$ cat config.mk
export PLATFORM = sky130hd
export DESIGN_NAME = button_event_arbiter
export DESIGN_NICKNAME = d
export VERILOG_FILES = /design/src/rtl/button_event_arbiter.sv
export SDC_FILE = /design/constraint.sdc
export NUM_CORES = 1
export LEC_CHECK = 0
export CAP_MARGIN = 20
export CORE_MARGIN = 2
export CORE_UTILIZATION = 45
export DETAILED_ROUTE_END_ITERATION = 7
export SLEW_MARGIN = 20
export SYNTH_ARGS = -nofsm -noshare
export SYNTH_HDL_FRONTEND = slang
export SYNTH_HIERARCHICAL = 1
export SYNTH_SLANG_ARGS = --single-unit
$ cat constraint.sdc
create_clock -name clk -period 5 [get_ports clk]
set_input_delay 1.25 -clock clk [delete_from_list [all_inputs] [get_ports clk]]
set_output_delay 1.25 -clock clk [all_outputs]
set_load 0.05 [all_outputs]
$ cat src/rtl/button_event_arbiter.sv
// button_event_arbiter
//   Conditions N raw push buttons (polarity normalise, 2-FF sync, debounce,
//   short/long classification), queues one short and one long pending event
//   per button, and offers them one at a time over valid/ready using a
//   round-robin pointer that resumes after the last granted button.
// Ports
//   clk, rst       clock, asynchronous active-low reset
//   btn_in[N]      raw asynchronous button levels
//   evt_valid/evt_ready/evt_id/evt_long   event handshake
//   dropped[N]     sticky per-button overflow, cleared by clr_drop (set wins)

// Per-button conditioning and pending-event storage.
module button_event_lane #(
  parameter int DEBOUNCE_CYCLES = 65536,
  parameter int LONG_CYCLES     = 50000000,
  parameter bit ACTIVE_LOW      = 1'b1
) (
  input  logic clk,
  input  logic rst,
  input  logic btn,
  input  logic clr_long,
  input  logic clr_short,
  input  logic clr_drop,
  output logic pend_long,
  output logic pend_short,
  output logic dropped
);
  localparam int CW = $clog2(DEBOUNCE_CYCLES);
  localparam int HW = $clog2(LONG_CYCLES + 1);
  localparam logic [CW-1:0] DB_LAST   = CW'(DEBOUNCE_CYCLES - 1);
  localparam logic [HW-1:0] HOLD_MAX  = HW'(LONG_CYCLES);
  localparam logic [HW-1:0] HOLD_TRIG = HW'(LONG_CYCLES - 1);

  logic [1:0]    sync_q;
  logic          db_q;
  logic [CW-1:0] cnt_q;
  logic [HW-1:0] hold_q;
  logic          synced, flip, fall, long_hit, short_hit, drop_ev;

  assign synced    = sync_q[1];
  assign flip      = (synced != db_q) && (cnt_q == DB_LAST);
  assign fall      = flip && db_q;
  // A release landing on the same edge the hold would reach LONG is still
  // short: the button is no longer held when the threshold is crossed.
  assign long_hit  = db_q && !fall && (hold_q == HOLD_TRIG);
  assign short_hit = fall && (hold_q != HOLD_MAX);
  // A set into a bit being consumed on this edge is not an overflow.
  assign drop_ev   = (long_hit && pend_long && !clr_long) ||
                     (short_hit && pend_short && !clr_short);

  always_ff @(posedge clk or negedge rst) begin
    if (!rst) begin
      sync_q     <= '0;
      db_q       <= 1'b0;
      cnt_q      <= '0;
      hold_q     <= '0;
      pend_long  <= 1'b0;
      pend_short <= 1'b0;
      dropped    <= 1'b0;
    end else begin
      sync_q <= {sync_q[0], btn ^ ACTIVE_LOW};
      if (synced == db_q) cnt_q <= '0;
      else if (flip) begin
        db_q  <= synced;
        cnt_q <= '0;
      end else cnt_q <= cnt_q + 1'b1;
      if (!db_q) hold_q <= '0;
      else if (hold_q != HOLD_MAX) hold_q <= hold_q + 1'b1;
      pend_long  <= (pend_long && !clr_long) || long_hit;
      pend_short <= (pend_short && !clr_short) || short_hit;
      dropped    <= (dropped && !clr_drop) || drop_ev;
    end
  end
endmodule

module button_event_arbiter #(
  parameter  int N               = 4,
  parameter  int DEBOUNCE_CYCLES = 65536,
  parameter  int LONG_CYCLES     = 50000000,
  parameter  int ACTIVE_LOW      = 1,
  localparam int IDW             = (N > 1) ? $clog2(N) : 1
) (
  input  logic           clk,
  input  logic           rst,
  input  logic [N-1:0]   btn_in,
  output logic           evt_valid,
  input  logic           evt_ready,
  output logic [IDW-1:0] evt_id,
  output logic           evt_long,
  output logic [N-1:0]   dropped,
  input  logic           clr_drop
);
  localparam int IW1 = IDW + 1;

  typedef struct packed {
    logic [IDW-1:0] id;
    logic           lng;
  } evt_t;

  typedef enum logic {IDLE, OFFER} state_t;

  state_t         state_q, state_n;
  evt_t           evt_q, evt_n;
  logic [IDW-1:0] ptr_q, ptr_n, sel;
  logic [IW1-1:0] cand;
  logic           found;
  logic [N-1:0]   pend_long, pend_short, pend_any, clr_long, clr_short;

  button_event_lane #(
    .DEBOUNCE_CYCLES(DEBOUNCE_CYCLES),
    .LONG_CYCLES    (LONG_CYCLES),
    .ACTIVE_LOW     (ACTIVE_LOW != 0)
  ) u_lane [N-1:0] (
    .clk       (clk),
    .rst       (rst),
    .btn       (btn_in),
    .clr_long  (clr_long),
    .clr_short (clr_short),
    .clr_drop  (clr_drop),
    .pend_long (pend_long),
    .pend_short(pend_short),
    .dropped   (dropped)
  );

  assign pend_any = pend_long | pend_short;

  // Round-robin search: first pending button at ptr+1, ptr+2, ... (mod N).
  always_comb begin
    found = 1'b0;
    sel   = '0;
    cand  = '0;
    for (int k = 1; k <= N; k++) begin
      cand = {1'b0, ptr_q} + IW1'(k);
      if (cand >= IW1'(N)) cand = cand - IW1'(N);
      if (!found && pend_any[cand[IDW-1:0]]) begin
        found = 1'b1;
        sel   = cand[IDW-1:0];
      end
    end
  end

  always_comb begin
    state_n   = state_q;
    evt_n     = evt_q;
    ptr_n     = ptr_q;
    clr_long  = '0;
    clr_short = '0;
    case (state_q)
      IDLE: if (found) begin
        evt_n.id       = sel;
        evt_n.lng      = pend_long[sel];
        clr_long[sel]  = pend_long[sel];
        clr_short[sel] = !pend_long[sel];
        state_n        = OFFER;
      end
      OFFER: if (evt_ready) begin
        ptr_n   = evt_q.id;
        state_n = IDLE;
      end
      default: state_n = IDLE;
    endcase
  end

  always_ff @(posedge clk or negedge rst) begin
    if (!rst) begin
      state_q <= IDLE;
      evt_q   <= '0;
      ptr_q   <= '0;
    end else begin
      state_q <= state_n;
      evt_q   <= evt_n;
      ptr_q   <= ptr_n;
    end
  end

  assign evt_valid = (state_q == OFFER);
  assign evt_id    = evt_q.id;
  assign evt_long  = evt_q.lng;
endmodule
==> results of run 1 <==
cell type report:
class | count | area share
timing repair buffer | 18 | 0.0167
multi-input combinational | 752 | 0.447
tap | 285 | 0.0315
sequential | 198 | 0.437
clock inverter | 14 | 0.0184
inverter | 32 | 0.0106
clock buffer | 18 | 0.0388
flip-flops by register name (all words and copies together) (netlist names):
signal,count
evt_id,2
evt_long,1
evt_valid,1
ptr_q,2
u_lane/cnt_q,64
u_lane/db_q,4
u_lane/dropped,4
u_lane/hold_q,104
u_lane/pend_long,4
u_lane/pend_short,4
u_lane/sync_q,8
worst min path at each step:
stage | slack (ns) | end | startpoint
3_5_place_dp | 0.34 | u_lane[3]/sync_q[1] | u_lane[3]/sync_q[0]
2_1_floorplan | 0.33 | u_lane[0]/sync_q[1] | u_lane[0]/sync_q[0]
6_report | 0.35 | u_lane[3]/sync_q[1] | u_lane[3]/sync_q[0]
3_3_place_gp | 0.34 | u_lane[2]/sync_q[1] | u_lane[2]/sync_q[0]
4_1_cts | 0.36 | u_lane[3]/sync_q[1] | u_lane[3]/sync_q[0]
5_1_grt | 0.35 | u_lane[0]/sync_q[1] | u_lane[0]/sync_q[0]
metal layers:
layer,GRT usage,routed length (um),up-vias
li1,-,-,3476
met1,0.249,9960,3316
met2,0.242,8130,38
met3,0.0337,347,2
met4,0.0363,65,0
met5,0,0,-
placed cells by master (no fill, tap or decap), types with 5 or more instances in the layout:
cell,synthesis,final
nor3_1,20,20
and4_1,16,16
o21bai_1,5,5
clkbuf_16,0,17
clkdlybuf4s50_1,0,14
and2_1,100,100
nand2_1,72,72
xor2_1,68,68
mux2_2,5,5
o21ai_0,9,9
or3_1,8,8
mux2i_1,17,17
nand3_1,57,57
and3_1,11,11
ha_1,12,12
nor4_1,25,25
nor3_2,8,8
nand4_1,44,44
a21oi_1,6,6
nor2b_1,8,8
dfrtp_1,198,198
nand2b_1,24,24
nand4b_1,12,12
nor2_1,87,87
xnor2_1,72,72
or2_0,8,8
inv_1,32,32
logic make-up after synthesis:
| group | count (synthesis) | synth area share |
|---|---|---|
| AO/OA/AOI/OAI | 39 | 0.0310 |
| XOR/XNOR | 140 | 0.119 |
| adder cells (fa/ha/maj) | 12 | 0.0146 |
| buffers and inverters | 68 | 0.0291 |
| flip-flops | 198 | 0.480 |
| multiplexers | 22 | 0.0219 |
| AND/OR/NAND/NOR | 539 | 0.304 |
through the flow:
step	instances	hold slack (ns)
finish	1317	0.354
global route	1317	0.354
CTS	1317	0.357
detailed placement	1285	0.340
global placement	1285	0.337
floorplan	1018	0.331
where the power goes:
| group | switching (mW) | internal [mW] |
|---|---|---|
| clock network | 0.640 | 0.866 |
| logic | 0.0506 | 0.0181 |
| registers | 0.00767 | 1.61 |
| total | 0.699 | 2.50 |
==> results.json, run 1 <==
{
  "grt_remaining_overflow": 0,
  "maxCapViolCount": 0,
  "place_area_sq_um": 10700,
  "ys_ff_latch": 198,
  "synth_area_leaders": "dfrtp_1 48%, xnor2_1 6.1%, and2_1 6.1%, xor2_1 5.8%, nor2_1 3.2%",
  "slew_violations": 0,
  "cts-resized-gates": 0,
  "crit_start": "evt_valid",
  "seq_area_sq_um": 4950,
  "num_rows": 55,
  "ff2ff_path_depth": 5,
  "crit_family": "buffers and inverters",
  "crit_end": "evt_valid",
  "grt_max_degree": 104,
  "r2r_slack_ns": 2.36,
  "relSlewSlack": 0.389,
  "drt-pass1-iter-count": 4,
  "crit_path_start_kind": "flip-flop",
  "path_class": "reg -> out",
  "fin_util": 0.502,
  "cts_htree_levels": 4,
  "cp_slowest_cell": "clkdlybuf4s50_1",
  "worstPathBufferInverterCount": 1,
  "worstHoldPathCells": 0,
  "clkSinkCount": 198,
  "post-cts-setup-buffers": 0,
  "synthFlopType": "dfrtp_1",
  "numPortBuffers": 15,
  "stdcell_area_sq_um": 11300,
  "synth-async-reset-ratio": 1.00,
  "route.detailed.drc": 0,
  "fillers": 2094,
  "final_antenna_net_count": 0,
  "syn_inst": 1018,
  "p_leak_nw": 4.98,
  "area_growth_pct": 9.82,
  "grt_util_all_layers": 0.164,
  "post-dp-hpwl_um": 11900,
  "die_width_um": 155,
  "syn_avg_cell_area_sq_um": 10.1,
  "worstSetupEndpointType": "output port",
  "synthTopCellsByCount": "198 x dfrtp_1, 100 x and2_1, 87 x nor2_1",
  "die_h_um": 155,
  "synth_edf_count": 0,
  "synth.most_common_cell": "dfrtp_1",
  "vias": 6832,
  "crit_chain": "clkdlybuf4s50_1",
  "start_util": 0.457,
  "cellPowerDensity_nw_per_um2": 282,
  "outcome": "complete, no violations",
  "core_area_sq_um": 22600,
  "synth_top_area_share": 0.480,
  "finalSetupTns_ns": 0,
  "finalSetupViolations": 0,
  "cp.arrival_ns": 1.70,
  "multi_input_area_sq_um": 5060,
  "period_minus_slack_ns": 2.95,
  "grt_antenna_before_repair": 0,
  "ys_warn_count": 6,
  "finalPower_mw": 3.19,
  "grt_pass1_wl_um": 32600,
  "diodes": 0,
  "path_clk_slew_ns": 0.07,
  "dp_slack_ns": 2.33,
  "vias_per_cell": 5.19,
  "wl_um": 18500,
  "fin_skew_ns": 0.0162,
  "dr.first_iter.drc_count": 402,
  "min_path_type": "reg -> reg",
  "syn_nets": 1038,
  "worst_pin_slew_ns": 0.917,
  "setup_slack_ns": 2.05,
  "r2r-end": "u_lane[3]/cnt_q[12]",
  "cp.depth": 1,
  "numCtsBuffers": 17,
  "cts_hold_buf": 0,
  "finalHoldViolations": 0,
  "r2r_start": "u_lane[3]/db_q",
  "drive_above_1_share": 0.0756,
  "fmax_ghz": 0.339,
  "synth_cell_types": 57,
  "die_area_sq_um": 24200,
  "crit_fanout": 4,
  "cts_buffer_depth": 2,
  "wl_per_cell_um": 14.0,
  "ios": 16,
  "gp_congestion": 0.787,
  "yosysTopAreaCell": "dfrtp_1",
  "fin_crit_sh": 0.590,
  "rsz0062_at_grt": "no",
  "insertion_delay_ns": 0.43,
  "ys_seq_area_frac": 0.480,
  "critical_path.max_stage_delay_ns": 0.84,
  "cts_root_buf": "clkbuf_16",
  "netlist_area_sq_um": 10300,
  "required_ns": 3.75,
  "final_nets": 1039,
  "cts_tree": "done",
  "grt_pass1_vias": 6602,
  "vdd_ir_drop_max_v": 0.000184
}
Power figures use the tool's default switching activity.
==> run 2: changes to the inputs <==
==> constraint.sdc (replaced) <==
create_clock -name clk -period 2.5 [get_ports clk]
set_input_delay 0.625 -clock clk [delete_from_list [all_inputs] [get_ports clk]]
set_output_delay 0.625 -clock clk [all_outputs]
set_load 0.05 [all_outputs]
==> results.json, run 2 (synthesis results as in run 1) <==
{
  "outcome": "complete, no violations",
  "cp.arrival_ns": 1.72,
  "grt_pass1_vias": 6838,
  "use_met3": 0.0384,
  "crit_fanout": 4,
  "grt_pass1_wl_um": 32600,
  "fin_skew_ns": 0.0134,
  "wl_um": 18200,
  "die_area_sq_um": 24200,
  "start_util": 0.457,
  "fin_crit_sh": 0.937,
  "die_h_um": 155,
  "use_met2": 0.252,
  "final_antenna_net_count": 0,
  "required_ns": 1.88,
  "final_nets": 1049,
  "numCtsBuffers": 17,
  "path_clk_slew_ns": 0.07,
  "cts_htree_levels": 4,
  "r2r_slack_ns": 0.26,
  "crit_family": "buffers and inverters",
  "final_cell_mix": "198 x dfrtp_1, 100 x and2_1, 87 x nor2_1",
  "worst_pin_slew_ns": 0.624,
  "diodes": 0,
  "layout_commonest_cell": "dfrtp_1",
  "post-dp-hpwl_um": 12400,
  "worstPathBufferInverterCount": 1,
  "worstSetupEndpointType": "output port",
  "finalSetupTns_ns": 0,
  "grt_max_degree": 55,
  "top_regs": "u_lane/hold_q: 104 flops, u_lane/cnt_q: 64 flops, u_lane/sync_q: 8 flops",
  "crit_chain": "clkdlybuf4s50_1",
  "ios": 16,
  "grt_antenna_before_repair": 0,
  "area_growth_pct": 9.86,
  "critical_path.max_stage_delay_ns": 0.85,
  "route.detailed.drc": 0,
  "cts_tree": "done",
  "min_path_type": "in -> async",
  "r2r-end": "u_lane[0]/dropped",
  "grt_remaining_overflow": 0,
  "slew_violations": 0,
  "r2r_start": "u_lane[1]/pend_long",
  "regMostFlops": "u_lane/hold_q",
  "cp.depth": 1,
  "relSlewSlack": 0.580,
  "cp_slowest_cell": "clkdlybuf4s50_1",
  "drive_above_1_share": 0.0826,
  "post-cts-setup-buffers": 0,
  "dr.first_iter.drc_count": 353,
  "vias": 6946,
  "wl_per_cell_um": 13.7,
  "rsz0062_at_grt": "no",
  "vdd_ir_drop_max_v": 0.000408,
  "cts_root_buf": "clkbuf_16",
  "vias_per_cell": 5.24,
  "period_minus_slack_ns": 2.34,
  "maxCapViolCount": 0,
  "insertion_delay_ns": 0.43,
  "fin_util": 0.502,
  "core_area_sq_um": 22600,
  "num_rows": 55,
  "gp_congestion": 0.757,
  "path_class": "reg -> out",
  "grt_busiest_layer": "met2",
  "cellPowerDensity_nw_per_um2": 533,
  "ff2ff_path_depth": 7,
  "drt-pass1-iter-count": 5,
  "grt_util_all_layers": 0.163,
  "numPortBuffers": 15,
  "crit_path_start_kind": "flip-flop",
  "finalSetupViolations": 0,
  "use_met1": 0.234,
  "largest_reg_flops": 104,
  "finalHoldViolations": 0,
  "die_width_um": 155,
  "p_leak_nw": 4.99,
  "cts-resized-gates": 0,
  "cts_buffer_depth": 2,
  "fmax_ghz": 0.427,
  "clkSinkCount": 198,
  "cts_hold_buf": 0
}
run 2: changes by cell type in the layout (fill, tap and decap cells not counted):
cell,before,now
buf_12,1,2
buf_4,2,11
bufinv_16,4,1
clkbuf_1,0,1
clkinv_2,0,1
clkinv_4,1,4
inv_6,4,2
inv_8,2,1
run 2: worst register-to-register path, cell delays in order (launching register included):
cell and delay [ns]:
dfrtp_1 0.45, o41a_1 0.43, a221o_1 0.37, and2_4 0.17
and3_1 0.17, nand2b_1 0.15, or3_1 0.36, nand3_1 0.09
run 2: layout make-up:
type / instances / area [sq um]
fillers: 2088 / 11200
multi-input cells: 752 / 5060
flip-flops and latches: 198 / 4950
clock buffers: 19 / 443
well taps: 285 / 357
repair buffers: 28 / 277
clock inverters: 12 / 121
inverters: 32 / 120
run 2: where the power goes:
part           internal, mW  switching, mW
Clock                  1.41           1.23
Combinational        0.0467          0.105
Sequential             3.22         0.0156
run 2: worst max path at each step:
stage                   startpoint           endpoint  slack [ns]
6_report                 evt_valid          evt_valid        0.16
5_1_grt                  evt_valid          evt_valid        0.10
4_1_cts                  evt_valid          evt_valid        0.13
3_5_place_dp   u_lane[1]/pend_long  u_lane[0]/dropped        0.26
3_3_place_gp   u_lane[1]/pend_long  u_lane[0]/dropped        0.31
2_1_floorplan  u_lane[1]/pend_long  u_lane[0]/dropped        0.38
run 2: routing by layer:
| metal | share of wire | routed length (um) |
|---|---|---|
| met5 | 0 | 0 |
| met3 | 0.027 | 494 |
| met1 | 0.52 | 9510 |
| met2 | 0.44 | 8100 |
| met4 | 0.0059 | 108 |
run 2: through the flow:
step	power [mW]	worst slack (ns)	hold slack, ns	instance area [sq um]	std cells
after floorplan	3.36	0.384	0.329	10300	1018
after global placement	3.46	0.314	0.335	10800	1295
after detailed placement	3.46	0.263	0.340	10800	1295
after CTS	6.14	0.132	0.140	11300	1326
after global routing	6.30	0.104	0.151	11300	1326
final	6.04	0.157	0.137	11300	1326
==> run 3: changes to the inputs <==
--- a/config.mk
+++ b/config.mk
@@ -12,5 +12,4 @@
 export SLEW_MARGIN = 20
 export SYNTH_ARGS = -nofsm -noshare
 export SYNTH_HDL_FRONTEND = slang
-export SYNTH_HIERARCHICAL = 1
 export SYNTH_SLANG_ARGS = --single-unit
==> constraint.sdc (replaced) <==
create_clock -name clk -period 2.5 [get_ports clk]
set_input_delay 0.375 -clock clk [delete_from_list [all_inputs] [get_ports clk]]
set_output_delay 0.375 -clock clk [all_outputs]
set_load 0.05 [all_outputs]
==> results.json, run 3 <==
{
  "die_area_sq_um": 23400,
  "top_regs": "u_lane.hold_q: 104 flops, u_lane.cnt_q: 64 flops, u_lane.sync_q: 8 flops",
  "min_path_type": "reg -> reg",
  "die_width_um": 153,
  "worstHoldPathCells": 0,
  "worstSetupEndpointType": "output port",
  "cts_tree": "done",
  "critical_path.max_stage_delay_ns": 0.88,
  "vias_per_cell": 5.20,
  "insertion_delay_ns": 0.44,
  "crit_start": "evt_valid",
  "fmax_ghz": 0.462,
  "grt_pass1_wl_um": 32200,
  "diodes": 0,
  "post-dp-hpwl_um": 11900,
  "regMostFlops": "u_lane.hold_q",
  "cts_buffer_depth": 2,
  "worst_pin_slew_ns": 0.579,
  "crit_fanout": 8,
  "yosysTopAreaCell": "dfrtp_1",
  "ys_seq_area_frac": 0.497,
  "synth-async-reset-ratio": 1.00,
  "synth_cell_types": 71,
  "synth_area_leaders": "dfrtp_1 50%, xnor2_1 6.7%, xor2_1 5.6%, nor2_1 4.5%, and2_1 3.9%",
  "grt_remaining_overflow": 0,
  "route.detailed.drc": 0,
  "vdd_ir_drop_max_v": 0.000368,
  "synthTopCellsByCount": "198 x dfrtp_1, 119 x nor2_1, 76 x xnor2_1",
  "start_util": 0.457,
  "cts-resized-gates": 0,
  "numPortBuffers": 15,
  "grt_util_all_layers": 0.164,
  "crit_chain": "clkdlybuf4s50_1",
  "clkSinkCount": 198,
  "top_layer": "met4",
  "numCtsBuffers": 17,
  "met3_length_um": 442,
  "synth_top_area_share": 0.497,
  "final_nets": 1031,
  "synthFlopType": "dfrtp_1",
  "path_clk_slew_ns": 0.07,
  "ff2ff_path_depth": 6,
  "cp.depth": 1,
  "wl_um": 17700,
  "dr.first_iter.drc_count": 286,
  "slew_violations": 0,
  "dp_slack_ns": 0.364,
  "final_cell_mix": "198 x dfrtp_1, 119 x nor2_1, 76 x xnor2_1",
  "wl_per_cell_um": 13.6,
  "cp_slowest_cell": "clkdlybuf4s50_1",
  "syn_nets": 1016,
  "synth_edf_count": 0,
  "cellPowerDensity_nw_per_um2": 556,
  "finalSetupViolations": 0,
  "path_class": "reg -> out",
  "met2_length_um": 8230,
  "grt_max_degree": 56,
  "grt_pass1_vias": 6852,
  "largest_reg_flops": 104,
  "grt_antenna_before_repair": 0,
  "num_rows": 54,
  "drive_above_1_share": 0.0771,
  "gp_congestion": 0.815,
  "die_h_um": 153,
  "p_leak_nw": 4.79,
  "required_ns": 2.12,
  "final_antenna_net_count": 0,
  "cp.arrival_ns": 1.79,
  "worstHoldStart": "u_lane[3].sync_q[0]",
  "syn_avg_cell_area_sq_um": 10.0,
  "r2r_start": "u_lane[3].pend_long",
  "layout_commonest_cell": "dfrtp_1",
  "ys_ff_latch": 198,
  "area_growth_pct": 10.7,
  "netlist_area_sq_um": 9980,
  "syn_inst": 996,
  "period_minus_slack_ns": 2.16,
  "finalHoldViolations": 0,
  "worstPathBufferInverterCount": 1,
  "crit_family": "buffers and inverters",
  "fin_crit_sh": 0.865,
  "ios": 16,
  "ys_warn_count": 0,
  "rsz0062_at_grt": "no",
  "setup_slack_ns": 0.336,
  "cts_htree_levels": 4,
  "cts_root_buf": "clkbuf_16",
  "crit_path_start_kind": "flip-flop",
  "relSlewSlack": 0.614,
  "outcome": "complete, no violations",
  "maxCapViolCount": 0,
  "met1_length_um": 8730,
  "drt-pass1-iter-count": 4,
  "core_area_sq_um": 21800,
  "finalSetupTns_ns": 0,
  "vias": 6785,
  "synth.most_common_cell": "dfrtp_1",
  "fin_skew_ns": 0.0104
}
run 3: cell count changes after synthesis, sizes merged, moves of 12 or more:
cell and change:
and2 -38, nor2 +30, o21ai +17, nor3 -16, nor4 -16, and3 +13
nand2b -13, mux2i -12
run 3: routing by layer:
metal / GRT usage / vias up
li1: - / 3435
met1: 0.225 / 3277
met2: 0.264 / 56
met3: 0.0363 / 17
met4: 0.0485 / 0
met5: 0 / -
run 3: worst paths after layout:
check / end / slack, ns
setup / recovery: evt_valid / 0.34
hold / removal: u_lane[3].sync_q[1] / 0.35
setup reg to reg: u_lane[0].dropped / 0.36
hold reg to reg: u_lane[3].sync_q[1] / 0.35
max in group asynchronous: u_lane[1].hold_q[0] / 1.37
min in group asynchronous: u_lane[3].hold_q[13] / 0.45
run 3: cell type report:
class	instances	area [sq um]
tap	280	350
clock inverter	14	154
fill	2087	10800
sequential	198	4950
timing repair buffer	26	264
clock buffer	18	439
multi-input combinational	737	4770
inverter	31	116
run 3: power by group:
| group | total, mW | internal (mW) | switching [mW] |
|---|---|---|---|
| Combinational | 0.137 | 0.0395 | 0.0973 |
| Clock | 2.76 | 1.45 | 1.31 |
| Sequential | 3.24 | 3.22 | 0.0216 |
run 3: logic make-up (layout without fill, tap and decap cells):
kind of cell | count (synthesis) | in the layout | synth area share
xor+xnor | 140 | 140 | 0.123
mux | 12 | 12 | 0.0129
flops | 198 | 198 | 0.497
simple gates | 494 | 494 | 0.273
compound gates | 78 | 78 | 0.0529
fa+ha+maj | 13 | 13 | 0.0160
buf+inv | 61 | 89 | 0.0257
run 3: per-stage QoR:
step,area (sq um),hold WS [ns],power (mW),instances,util
6_report,11000,0.346,6.14,1304,0.506
5_1_grt,11000,0.356,6.40,1304,0.506
3_5_place_dp,10400,0.336,3.45,1271,0.479
2_1_floorplan,9980,0.0794,3.35,996,-
4_1_cts,11000,0.352,6.25,1304,0.506
3_3_place_gp,10400,0.335,3.45,1271,0.479
run 3: timing repair:
| item | 4_1_cts | 5_1_grt |
|---|---|---|
| endpoints found under the hold margin | 42 | 0 |
| hold buffers | 1 | 0 |
| setup buffers | 0 | 0 |
